**src/rtl/fetch_ifid_stage.sv**
```systemverilog
// fetch_ifid_stage: program counter, instruction-memory address, and the IF/ID
// pipeline latch feeding decode. Handles stall (hold), redirect (branch/jump)
// and bubble insertion. Also keeps a count of instructions accepted into IF/ID.
`timescale 1ns/1ps
module fetch_ifid_stage #(
    parameter int unsigned                  ADDR_WIDTH  = 32,
    parameter int unsigned                  INSTR_WIDTH = 32,
    parameter logic [ADDR_WIDTH-1:0]        RESET_PC    = '0,
    parameter logic [INSTR_WIDTH-1:0]       NOP_WORD    = '0,
    parameter int unsigned                  CNT_WIDTH   = 16
) (
    input  logic                   clk,
    input  logic                   reset,
    input  logic                   stall,
    input  logic                   redirect,
    input  logic [ADDR_WIDTH-1:0]  redirect_pc,
    output logic [ADDR_WIDTH-1:0]  imem_addr,
    input  logic [INSTR_WIDTH-1:0] imem_data,
    output logic [ADDR_WIDTH-1:0]  if_id_pc,
    output logic [INSTR_WIDTH-1:0] if_id_instr,
    output logic                   if_id_valid,
    output logic [CNT_WIDTH-1:0]   fetch_count
);

    logic [ADDR_WIDTH-1:0]  r_pc;
    logic [ADDR_WIDTH-1:0]  r_if_id_pc;
    logic [INSTR_WIDTH-1:0] r_if_id_instr;
    logic                   r_if_id_valid;
    logic [CNT_WIDTH-1:0]   r_fetch_count;
    logic [ADDR_WIDTH-1:0]  w_redirect_aligned;
    logic [ADDR_WIDTH-1:0]  w_pc_next_seq;

    // Redirect targets are word-aligned by clearing the low two bits
    always_comb begin
        w_redirect_aligned = redirect_pc & {{(ADDR_WIDTH-2){1'b1}}, 2'b00};
        w_pc_next_seq      = r_pc + ADDR_WIDTH'(4);
    end

    // PC and IF/ID latch update: redirect beats stall, stall beats fetch
    always_ff @(posedge clk or posedge reset) begin
        if (reset) begin
            r_pc          <= RESET_PC;
            r_if_id_pc    <= '0;
            r_if_id_instr <= NOP_WORD;
            r_if_id_valid <= 1'b0;
            r_fetch_count <= '0;
        end else if (redirect) begin
            r_pc          <= w_redirect_aligned;
            r_if_id_pc    <= '0;
            r_if_id_instr <= NOP_WORD;
            r_if_id_valid <= 1'b0;
        end else if (!stall) begin
            r_pc          <= w_pc_next_seq;
            r_if_id_pc    <= r_pc;
            r_if_id_instr <= imem_data;
            r_if_id_valid <= 1'b1;
            r_fetch_count <= r_fetch_count + CNT_WIDTH'(1);
        end
    end

    assign imem_addr   = r_pc;
    assign if_id_pc    = r_if_id_pc;
    assign if_id_instr = r_if_id_instr;
    assign if_id_valid = r_if_id_valid;
    assign fetch_count = r_fetch_count;

endmodule

```
**config.mk**
```make
export PLATFORM = sky130hd
export DESIGN_NAME = fetch_ifid_stage
export DESIGN_NICKNAME = d
export VERILOG_FILES = /design/src/rtl/fetch_ifid_stage.sv
export SDC_FILE = /design/constraint.sdc
export NUM_CORES = 1
export LEC_CHECK = 0
export CAP_MARGIN = 5
export CELL_PAD_IN_SITES_DETAIL_PLACEMENT = 2
export CELL_PAD_IN_SITES_GLOBAL_PLACEMENT = 2
export CORE_ASPECT_RATIO = 0.5
export CORE_MARGIN = 5
export CORE_UTILIZATION = 27
export DETAILED_ROUTE_END_ITERATION = 6
export GPL_TIMING_DRIVEN = 0
export HOLD_SLACK_MARGIN = 0.02
export PLACE_DENSITY_LB_ADDON = 0.15
export SYNTH_ARGS = -nofsm -noshare
export SYNTH_HDL_FRONTEND = slang
export SYNTH_SLANG_ARGS = --single-unit
```
**constraint.sdc**
```tcl
create_clock -name clk -period 4.05 [get_ports clk]
set_input_delay 0.6075 -clock clk [delete_from_list [all_inputs] [get_ports clk]]
set_output_delay 0.6075 -clock clk [all_outputs]
set_load 0.01 [all_outputs]
```
==> results of run 1 <==
-- metal layers --
metal  up-vias  GRT usage  routed length, um
li1       2028          -                  -
met1      2317     0.2265               8618
met2        85     0.2742               8524
met3        11    0.05289                913
met4         4    0.02165                 86
met5         -          0                 21
-- placed cells by master, fill, tap and decap left out, types with 3 or more instances in the layout --
cell | Yosys | final
sky130_fd_sc_hd__clkdlybuf4s50_1 | 0 | 176
sky130_fd_sc_hd__dfrtp_1 | 110 | 110
sky130_fd_sc_hd__nor2_1 | 76 | 76
sky130_fd_sc_hd__mux2i_1 | 61 | 61
sky130_fd_sc_hd__nand2_1 | 33 | 33
sky130_fd_sc_hd__clkbuf_1 | 18 | 20
sky130_fd_sc_hd__xor2_1 | 18 | 18
sky130_fd_sc_hd__nand3_1 | 18 | 18
sky130_fd_sc_hd__nand4_1 | 16 | 16
sky130_fd_sc_hd__o21ai_0 | 16 | 16
sky130_fd_sc_hd__or4_1 | 13 | 13
sky130_fd_sc_hd__xnor2_1 | 11 | 11
sky130_fd_sc_hd__clkbuf_16 | 0 | 9
sky130_fd_sc_hd__o211ai_1 | 8 | 8
sky130_fd_sc_hd__buf_2 | 7 | 7
sky130_fd_sc_hd__and3_1 | 6 | 6
sky130_fd_sc_hd__inv_1 | 7 | 6
sky130_fd_sc_hd__a31oi_1 | 6 | 6
sky130_fd_sc_hd__and4_1 | 5 | 5
sky130_fd_sc_hd__o31ai_1 | 4 | 4
sky130_fd_sc_hd__and2_1 | 3 | 3
sky130_fd_sc_hd__nor2b_1 | 3 | 3
sky130_fd_sc_hd__a21oi_1 | 3 | 3
sky130_fd_sc_hd__buf_4 | 3 | 3
-- power by group through the flow --
stage	logic, uW	clock network [uW]	registers, uW
2_1_floorplan	205	0	1350
3_3_place_gp	574	0	1330
3_5_place_dp	590	0	1340
4_1_cts	595	903	1320
5_1_grt	630	945	1340
6_report	580	866	1320
-- flip-flops by register name, indices dropped and copies added, names as in the netlist --
name / cells
if_id_instr: 32
imem_addr: 30
if_id_pc: 31
if_id_valid: 1
fetch_count: 16
-- cells by family (layout without fill, tap and decap cells) --
kind of cell / after synthesis / count (layout) / synth area share
buffers and inverters: 39 / 232 / 0.03484
AOI/OAI and AO/OA: 39 / 39 / 0.04720
other: 1 / 2 / 0.0007406
muxes: 63 / 63 / 0.1250
adders and majority gates: 2 / 2 / 0.004941
xor gates and xnor gates: 29 / 29 / 0.05016
and+or+nand+nor: 193 / 193 / 0.1935
DFF: 110 / 110 / 0.5436
-- metrics by stage --
stage | worst slack (ns) | area, um^2 | total power [uW] | utilization
detailed placement | 0.8629 | 7162 | 1931 | 0.3894
global route | 1.089 | 7441 | 2918 | 0.4046
global placement | -1.642 | 7129 | 1908 | 0.3876
floorplan | 0.5402 | 5067 | 1555 | -
finish | 1.286 | 7441 | 2765 | 0.4046
CTS | 1.212 | 7441 | 2819 | 0.4046
-- final cells by class --
cell class              count  area [um^2]  area share
multi-input cells         328         2138      0.2874
repair buffers            177         1789      0.2405
well taps                 240        300.3     0.04036
plain buffers              30        133.9     0.01799
flip-flops and latches    110         2753      0.3699
clock buffers              13        260.3     0.03498
inverters                   9        47.55    0.006390
clock inverters             3        18.77    0.002522
-- path summary, 6_finish.rpt --
| check | from | endpoint | cells past startpoint |
|---|---|---|---|
| worst min-delay path | fetch_count[15] | fetch_count[15] | 1 |
| worst max register to register | imem_addr[2] | imem_addr[19] | 5 |
| max in group asynchronous | reset | fetch_count[1] | 3 |
| worst max-delay path | stall | if_id_pc[29] | 6 |
| min in group asynchronous | reset | if_id_instr[17] | 2 |
| worst min register to register | fetch_count[15] | fetch_count[15] | 1 |
-- worst max-delay path, stage by stage --
cell                              delay, ns
sky130_fd_sc_hd__clkdlybuf4s50_1       0.54
sky130_fd_sc_hd__clkbuf_1              0.41
sky130_fd_sc_hd__buf_2                 0.46
sky130_fd_sc_hd__buf_1                 0.61
sky130_fd_sc_hd__mux2i_1               0.29
sky130_fd_sc_hd__nor2_1                0.06
==> implementation parameters, run 1 <==
Parameter                              Value

Logic synthesis
  Async SR Flop Fraction ... 1.000
  Most numerous cell types in the synthesized netlist ... sky130_fd_sc_hd__dfrtp_1 (110), sky130_fd_sc_hd__nor2_1 (76), sky130_fd_sc_hd__mux2i_1 (61)
  Main flop type after synthesis ... sky130_fd_sc_hd__dfrtp_1
  Number of enable-type register cells in the synthesized netlist ... 0
  Top-count cell post-synth ... sky130_fd_sc_hd__dfrtp_1
  Number of warnings reported in the yosys synthesis log ... 0
  Mapped Avg Cell Area ... 10.64 um^2
  Top cells by area, synth ... sky130_fd_sc_hd__dfrtp_1 (54%), sky130_fd_sc_hd__mux2i_1 (12%), sky130_fd_sc_hd__nor2_1 (5.6%)
  Register bit count reported by yosys ... between 100 and 150
  Seq/Total Area, Yosys ... 0.5436
  Post-synth cell types ... 46
  Dominant cell type by area after synthesis ... sky130_fd_sc_hd__dfrtp_1
  Synth Cell Area ... just over 0.005 mm^2
  Top-area cell type share of the netlist area ... 0.5436
  Syn Inst Count ... 476

Timing
  Maximum clock rate ... about 360 MHz
  Part of the cycle the worst path needs ... 0.6824
  Worst clock skew ... about 0.011 ns
  Number of hold-slack violations in the final timing report ... 0
  Final total negative setup slack ... 0 ns
  Max-slew violation total from the final report ... 0
  Setup repair after global routing missed its margin ... no
  Final hold slack ... 0.4941 ns
  Slew Limit Headroom ... 0.4330
  Number of setup violations in the final report ... 0
  Actual slew at the worst max-slew pin ... 0.8505 ns
  Time the worst path needs with I/O delays and setup ... 2.764 ns

Min path
  HP Class ... register to register

Pwr
  Part of the power in combinational logic ... 0.210
  Static power due to leakage ... 0.003237 uW
  Internal Power ... ~2000 uW
  Reported net switching power ... roughly 800 uW
  Cell area power density ... roughly 370 mW/mm^2
  Share of power burned in the clock network ... 0.313
  Highest ir drop seen on vdd ... approximately 220 uV
  Sequential cell fraction of total power ... 0.477
  Switching part of the total power ... 0.2886

Setup path
  Sort of element at the start of the critical path ... primary input
  CP Data Required Time ... around 4.3 ns
  Kind of end point of the critical path ... register
  Arrival time worst endpoint ... around 3 ns
  Type of the setup path with the least slack ... primary input to register
  Max Fanout on Critical Path ... 10
  Worst setup slack for register-to-register paths ... roughly 1.9 ns

Placed design
  Total placed cells including tap cells ... between 800 and 900
  PortBufs ... ~180
  Estimated wirelength of the detail-placed design ... ~14 mm
  Global placer's final weighted congestion ... around 0.75

Cells and area
  Net total in the final layout ... 735
  Synthesis-to-layout area growth ... 46.95%
  Antenna diode count ... 0
  Number of fill cells in the layout ... approximately 2000
  Fraction of layout instances using a drive strength above 1 ... 0.05522
  Layout Cells excl Fill ... roughly 900

Clocking
  Maximum clock insertion buffer count ... 2
  Clock transition at the registers of the reported paths ... ~0.08 ns
  Number of hold buffers added after cts ... 0
  Post-CTS resize count ... 0
  CTS tree ... built
  Clk_lat worst skew ... 0.35 ns
  Max H-tree Level ... 3
  Number of buffers added by the clock tree synthesis step ... 9
  Post-CTS setup buffers ... 0
  Number of sinks driven by the clock tree ... 110
  Root Buffer Master ... sky130_fd_sc_hd__clkbuf_16

Die
  X dimension of the die ... 203.7 um
  Standard cell core area ... roughly 0.018 mm^2
  Die height ... roughly 110 um
  Core Rows ... 35
  Initial core utilization ... 0.2753
  DIE AREA ... 0.02176 mm^2
  Number of I/O pins ... 181

Global routing
  GRT Overall Usage ... 0.1680
  Total congestion overflow after global routing ... 0
  Maximum number of pins on one net before global-route repair ... 73
  Number of antenna violations at the first check in global routing ... 2
  Global-route wire length before repair ... between 20 and 30 mm
  Number of global-route vias before repair ... approximately 4900

Job
  Number of max-capacitance violations reported ... 0

Routing
  Vias/cell ... around 4.9
  Initial drt markers ... 96
  Total wire length ... ~18 mm
  Overall via count from detail_route ... about 4400
  Detail Route Antenna Nets ... 0
  DRC violation count after routing ... 0
  Average wire per cell in the routed design ... around 20 um
  Initial DRT Pass Iterations ... 4

Status
  Status ... finished clean
(Power assumes the default switching activity.)
==> run 2: changes to the inputs <==
==> constraint.sdc (replaced) <==
create_clock -name clk -period 2.7 [get_ports clk]
set_input_delay 0.405 -clock clk [delete_from_list [all_inputs] [get_ports clk]]
set_output_delay 0.405 -clock clk [all_outputs]
set_load 0.01 [all_outputs]
==> run 2 against run 1 <==
Global-route usage is 0.20 points lower; sequential cell count stayed put; largest power group unchanged; combinational power is 51% higher; clock skew is 0.0018 ns lower; critical path depth stayed put; routed wire length is 1.5% lower; non-clock buffer count is 1 higher; highest routed layer unchanged; critical path type unchanged; register-to-register slack worse by 1.3 ns; sequential power is 49% higher; clock power is 58% higher; via count is 0.83% lower; cell area is 0.34% higher.
==> implementation parameters, run 2 (synthesis gave the netlist of run 1 again) <==
Parameter                              Value

Placed design
  Estimated wirelength of the detail-placed design ... 13.47 mm (-0.86%)
  Post-placement cell area ... 0.007173 mm^2 (+0.16%)
  Global placer's final weighted congestion ... 0.7695 (+2.1%)
  Total placed cells including tap cells ... 895 (+0.11%)
  Setup slack at placement ... -0.2174 ns (-1.080 ns)
  PortBufs ... 176 (unchanged)

Die
  Number of I/O pins ... 181 (unchanged)
  Standard cell core area ... 0.01839 mm^2 (unchanged)
  X dimension of the die ... 203.7 um (unchanged)
  Core Rows ... 35 (unchanged)
  Initial core utilization ... 0.2753 (unchanged)
  Die height ... 106.8 um (unchanged)
  DIE AREA ... 0.02176 mm^2 (unchanged)

Global routing
  Number of global-route vias before repair ... 4859 (-1.0%)
  GRT Overall Usage ... 0.1661 (-0.001950)
  Maximum number of pins on one net before global-route repair ... 39 (-47%)
  Total congestion overflow after global routing ... 0 (unchanged)
  Global-route wire length before repair ... 28.24 mm (-1.4%)
  Number of antenna violations at the first check in global routing ... 1 (-1)

Setup path
  Arrival time worst endpoint ... 2.72 ns (-0.27 ns)
  CP max stage cell ... sky130_fd_sc_hd__buf_1
  Startpoint of the worst register-to-register path ... imem_addr[2]
  Crit-path leading delay family ... buffers and inverters
  CP Data Required Time ... 2.93 ns (-1.34 ns)
  Critical path origin ... stall
  FF-to-FF End ... imem_addr[19]
  Depth of the most critical reg-to-reg path ... 5 (unchanged)
  Kind of end point of the critical path ... register
  List of cells traversed by the critical path ... clkdlybuf4s50_1, clkbuf_1, buf_2, buf_1, mux2i_1, nor2_1
  Max Fanout on Critical Path ... 10 (unchanged)
  Sort of element at the start of the critical path ... primary input
  Instance count on the critical path ... 6 (unchanged)
  Worst setup slack for register-to-register paths ... 0.53 ns (-1.35 ns)
  Combined buffer and inverter count along the critical path ... 4 (unchanged)
  End of the critical path ... if_id_pc[25]
  Crit path largest cell delay ... 0.61 ns (about the same)
  Type of the setup path with the least slack ... primary input to register

Cells and area
  Synthesis-to-layout area growth ... 47.44%
  Number of fill cells in the layout ... 1962 (-1.0%)
  Commonest cells after routing, fill and taps aside ... sky130_fd_sc_hd__clkdlybuf4s50_1 (176), sky130_fd_sc_hd__dfrtp_1 (110), sky130_fd_sc_hd__nor2_1 (76)
  Final Instance Area ... 0.007466 mm^2 (+0.34%)
  Net total in the final layout ... 736 (+0.14%)
  Fraction of layout instances using a drive strength above 1 ... 0.05672 (+0.001493)
  Commonest non-fill, non-tap cell in the layout ... sky130_fd_sc_hd__clkdlybuf4s50_1
  Layout Cells excl Fill ... 911 (+0.11%)
  Fraction of the core area covered by cells at the end of the flow ... 0.4059 (+0.001360)
  Largest register FFs ... 32 (unchanged)

Clocking
  Number of hold buffers added after cts ... 0 (unchanged)
  Root Buffer Master ... sky130_fd_sc_hd__clkbuf_16
  Post-CTS resize count ... 0 (unchanged)
  Post-CTS setup buffers ... 0 (unchanged)
  Clock transition at the registers of the reported paths ... 0.07 ns (about the same)
  Max H-tree Level ... 3 (unchanged)
  Clk_lat worst skew ... 0.36 ns (about the same)
  Maximum clock insertion buffer count ... 2 (unchanged)
  Number of buffers added by the clock tree synthesis step ... 9 (unchanged)
  Number of sinks driven by the clock tree ... 110 (unchanged)
  CTS tree ... built

Timing
  Slew Limit Headroom ... 0.3912 (-0.04180)
  Worst clock skew ... 0.008862 ns (-0.001785 ns)
  Number of hold-slack violations in the final timing report ... 0 (unchanged)
  Time the worst path needs with I/O delays and setup ... approximately 2.5 ns
  Final total negative setup slack ... 0 ns (unchanged)
  Final setup slack of the worst path ... 0.2068 ns (-1.079 ns)
  Maximum clock rate ... around 400 MHz
  Actual slew at the worst max-slew pin ... 0.9113 ns (+0.06078 ns)
  Number of setup violations in the final report ... 0 (unchanged)
  Max-slew violation total from the final report ... 0 (unchanged)
  Setup repair after global routing missed its margin ... no
  Part of the cycle the worst path needs ... 0.9234

Routing
  Initial drt markers ... 82 (-15%)
  Detail Route Antenna Nets ... 0 (unchanged)
  DRC violation count after routing ... 0 (unchanged)
  Total wire length ... 17.90 mm (-1.5%)
  Initial DRT Pass Iterations ... 5 (+1)
  Vias/cell ... 4.839 (-0.94%)
  Average wire per cell in the routed design ... 19.64 um (-1.6%)
  Overall via count from detail_route ... 4408 (-0.83%)

Pwr
  Internal Power ... 3013 uW (+53%)
  Highest ir drop seen on vdd ... 297.0 uV (+36%)
  Cell area power density ... 564.9 mW/mm^2 (+52%)
  Switching part of the total power ... 0.2855 (-0.003166)
  Static power due to leakage ... 0.003241 uW (+0.11%)
  Reported net switching power ... 1204 uW (+51%)
  Sequential cell fraction of total power ... 0.468 (-0.009)
  Share of power burned in the clock network ... 0.325 (+0.012)
  Part of the power in combinational logic ... 0.207 (-0.003)

Min path
  Hold Path Depth ... 1 (unchanged)
  HP Class ... register to register

Status
  Status ... finished clean

Job
  Number of max-capacitance violations reported ... 0 (unchanged)
run 2: through the flow:
stage / power (uW) / hold WS (ns)
finish: 4217 / 0.4780
global route: 4437 / 0.5028
detailed placement: 2896 / 0.4649
CTS: 4292 / 0.4783
floorplan: 2333 / 0.5039
global placement: 2860 / 0.4597
run 2: cell type report:
type,instances,area (um^2),share of cell area
clock inverters,4,47.55,0.006368
diodes,1,2.502,0.0003352
inverters,9,46.29,0.006201
clock buffers,11,242.7,0.03251
plain buffers,30,133.9,0.01793
well taps,240,300.3,0.04022
flip-flops and latches,110,2753,0.3687
multi-input cells,328,2138,0.2864
repair buffers,178,1802,0.2413
run 2: how the worst min path moves through the flow:
stage	start	end	slack, ns
6_report	fetch_count[15]	fetch_count[15]	0.48
5_1_grt	fetch_count[15]	fetch_count[15]	0.50
4_1_cts	fetch_count[15]	fetch_count[15]	0.48
3_5_place_dp	fetch_count[15]	fetch_count[15]	0.46
3_3_place_gp	fetch_count[15]	fetch_count[15]	0.46
2_1_floorplan	fetch_count[15]	fetch_count[15]	0.50
run 2: per-layer routing:
| metal | wire (um) | global-route usage | share of wire |
|---|---|---|---|
| met4 | 130 | 0.02886 | 0.0073 |
| met2 | 8186 | 0.2670 | 0.46 |
| met5 | 13 | 0 | 0.00073 |
| met1 | 8488 | 0.2217 | 0.47 |
| met3 | 1076 | 0.05591 | 0.060 |
run 2: worst register-to-register path, stage by stage, from the launching register on:
cell and delay [ns]:
sky130_fd_sc_hd__dfrtp_1 0.49, sky130_fd_sc_hd__and2_0 0.43, sky130_fd_sc_hd__nand4_1 0.19, sky130_fd_sc_hd__clkbuf_1 0.28, sky130_fd_sc_hd__or4_2 0.60, sky130_fd_sc_hd__nand3_1 0.10
run 2: power by group through the flow:
stage	Clock [uW]	Combinational [uW]	Sequential [uW]
6_report	1370	874	1970
5_1_grt	1480	948	2000
4_1_cts	1420	895	1980
3_5_place_dp	0	889	2010
3_3_place_gp	0	863	2000
2_1_floorplan	0	308	2030
==> run 3: changes to the inputs <==
--- a/config.mk
+++ b/config.mk
@@ -14,7 +14,7 @@
 export DETAILED_ROUTE_END_ITERATION = 6
 export GPL_TIMING_DRIVEN = 0
 export HOLD_SLACK_MARGIN = 0.02
-export PLACE_DENSITY_LB_ADDON = 0.15
+export PLACE_DENSITY = 0.85
 export SYNTH_ARGS = -nofsm -noshare
 export SYNTH_HDL_FRONTEND = slang
 export SYNTH_SLANG_ARGS = --single-unit
==> run 3 against run 2 <==
Critical path depth is the same; utilization shrank 0.11 points; sequential cell count is the same; final cell count shrank 0.22%; critical endpoint is now if_id_instr[10].
==> implementation parameters, run 3 (synthesis gave the netlist of run 1 again) <==
Parameter                              Value

Setup path
  Kind of end point of the critical path ... register
  Arrival time worst endpoint ... 2.61 ns (-0.11 ns)
  Max Fanout on Critical Path ... 10 (unchanged)
  Sort of element at the start of the critical path ... primary input
  CP Data Required Time ... 2.92 ns (about the same)
  Type of the setup path with the least slack ... primary input to register

Clocking
  Clk_lat worst skew ... 0.35 ns (about the same)
  Max H-tree Level ... 3 (unchanged)
  Number of buffers added by the clock tree synthesis step ... 9 (unchanged)
  Root Buffer Master ... sky130_fd_sc_hd__clkbuf_16
  Post-CTS setup buffers ... 0 (unchanged)
  Post-CTS resize count ... 0 (unchanged)
  CTS tree ... built
  Clock transition at the registers of the reported paths ... 0.07 ns (about the same)
  Number of hold buffers added after cts ... 0 (unchanged)
  Number of sinks driven by the clock tree ... 110 (unchanged)
  Maximum clock insertion buffer count ... 2 (unchanged)

Timing
  Max-slew violation total from the final report ... 0 (unchanged)
  Number of setup violations in the final report ... 0 (unchanged)
  Setup repair after global routing missed its margin ... no
  Final hold slack ... 0.4765 ns (-0.001505 ns)
  Maximum clock rate ... 419.0 MHz (+4.5%)
  Final total negative setup slack ... 0 ns (unchanged)
  Actual slew at the worst max-slew pin ... 0.8815 ns (-0.02981 ns)
  Number of hold-slack violations in the final timing report ... 0 (unchanged)
  Time the worst path needs with I/O delays and setup ... 2.387 ns (-0.1066 ns)
  Worst clock skew ... 0.009005 ns (+0.0001425 ns)
  Slew Limit Headroom ... 0.4124 (+0.02115)
  Part of the cycle the worst path needs ... 0.8839 (-0.03949)

Die
  Die height ... 106.8 um (unchanged)
  Core Rows ... 35 (unchanged)
  X dimension of the die ... 203.7 um (unchanged)
  Standard cell core area ... 0.01839 mm^2 (unchanged)
  Initial core utilization ... 0.2753 (unchanged)
  DIE AREA ... 0.02176 mm^2 (unchanged)
  Number of I/O pins ... 181 (unchanged)

Cells and area
  Layout Cells excl Fill ... 909 (-0.22%)
  Synthesis-to-layout area growth ... 47.05%
  Fraction of layout instances using a drive strength above 1 ... 0.05381 (-0.002905)
  Number of fill cells in the layout ... 1989 (+1.4%)
  Combined flip-flop and latch cell area ... 0.002753 mm^2 (unchanged)
  Commonest cells after routing, fill and taps aside ... sky130_fd_sc_hd__clkdlybuf4s50_1 (176), sky130_fd_sc_hd__dfrtp_1 (110), sky130_fd_sc_hd__nor2_1 (76)
  Commonest non-fill, non-tap cell in the layout ... sky130_fd_sc_hd__clkdlybuf4s50_1
  Net total in the final layout ... 736 (unchanged)
  Antenna diode count ... 0 (-1)
  Largest register FFs ... 32 (unchanged)
  Multi-input gate area in the final layout ... 0.002138 mm^2 (unchanged)

Placed design
  Estimated wirelength of the detail-placed design ... 13.71 mm (+1.8%)
  Total placed cells including tap cells ... 895 (unchanged)
  Global placer's final weighted congestion ... 0.7439 (-3.3%)
  PortBufs ... 176 (unchanged)

Pwr
  Cell area power density ... 561.5 mW/mm^2 (-0.60%)
  Static power due to leakage ... 0.003235 uW (-0.18%)
  Highest ir drop seen on vdd ... 306.1 uV (+3.1%)

Job
  Number of max-capacitance violations reported ... 0 (unchanged)

Global routing
  Global-route wire length before repair ... 28.75 mm (+1.8%)
  Maximum number of pins on one net before global-route repair ... 39 (unchanged)
  Total congestion overflow after global routing ... 0 (unchanged)
  Number of antenna violations at the first check in global routing ... 0 (-1)
  Number of global-route vias before repair ... 4900 (+0.84%)
  GRT Overall Usage ... 0.1671 (+0.001024)

Min path
  HP Class ... register to register

Routing
  DRC violation count after routing ... 0 (unchanged)
  Initial DRT Pass Iterations ... 4 (-1)
  Vias/cell ... 4.824 (-0.30%)
  Initial drt markers ... 119 (+45%)
  Average wire per cell in the routed design ... 19.84 um (+1.0%)
  Detail Route Antenna Nets ... 0 (unchanged)
  Overall via count from detail_route ... 4385 (-0.52%)
  Total wire length ... 18.04 mm (+0.79%)

Status
  Status ... finished clean
run 3: cell count changes in the layout (fill, tap and decap cells not counted):
cell,change
sky130_fd_sc_hd__buf_1,-1
sky130_fd_sc_hd__clkbuf_1,+2
sky130_fd_sc_hd__clkbuf_2,+1
sky130_fd_sc_hd__clkbuf_8,-1
sky130_fd_sc_hd__clkinv_2,-1
sky130_fd_sc_hd__clkinvlp_4,-1
sky130_fd_sc_hd__diode_2,-1
run 3: metal layers:
layer	up-vias	GRT usage	wire (um)
li1	2028	-	-
met1	2270	0.2079	7714
met2	81	0.3022	9449
met3	6	0.03626	762
met4	0	0.03175	110
met5	-	0	0
run 3: final timing paths:
kind                            cells after the start              end            start  slack, ns
worst max register to register                      5    imem_addr[26]    imem_addr[16]       0.51
max in group asynchronous                           4     if_id_pc[11]            reset       1.19
min in group asynchronous                           2   if_id_instr[9]            reset       0.55
worst min-delay path                                1  fetch_count[15]  fetch_count[15]       0.48
worst min register to register                      1  fetch_count[15]  fetch_count[15]       0.48
worst max-delay path                                6  if_id_instr[10]            stall       0.31
run 3: stage by stage:
stage | worst slack, ns | util | cell area (um^2) | total power [uW]
4_1_cts | 0.1113 | 0.4048 | 7445 | 4240
3_5_place_dp | -0.2613 | 0.3900 | 7173 | 2899
5_1_grt | 0.1961 | 0.4048 | 7446 | 4374
2_1_floorplan | 0.7339 | - | 5071 | 2333
6_report | 0.3134 | 0.4048 | 7446 | 4181
3_3_place_gp | -0.2907 | 0.3878 | 7133 | 2850
run 3: cell type report:
cell class                      count  share of cell area
Buffer                             30             0.01815
Clock buffer                       12             0.03176
Clock inverter                      2            0.004705
Inverter                            9            0.006217
Multi-Input combinational cell    328              0.2872
Sequential cell                   110              0.3697
Tap cell                          240             0.04033
Timing Repair Buffer              178              0.2420
run 3: power by group:
part / internal (uW) / total, uW / switching, uW
clock network: 712 / 1330 / 617
logic: 485 / 876 / 391
registers: 1790 / 1980 / 187
total: 2990 / 4180 / 1190
run 3: critical path, cell delays in order:
cell	delay, ns
sky130_fd_sc_hd__clkdlybuf4s50_1	0.55
sky130_fd_sc_hd__clkbuf_1	0.50
sky130_fd_sc_hd__buf_2	0.43
sky130_fd_sc_hd__buf_2	0.39
sky130_fd_sc_hd__mux2i_1	0.26
sky130_fd_sc_hd__nor2_1	0.06
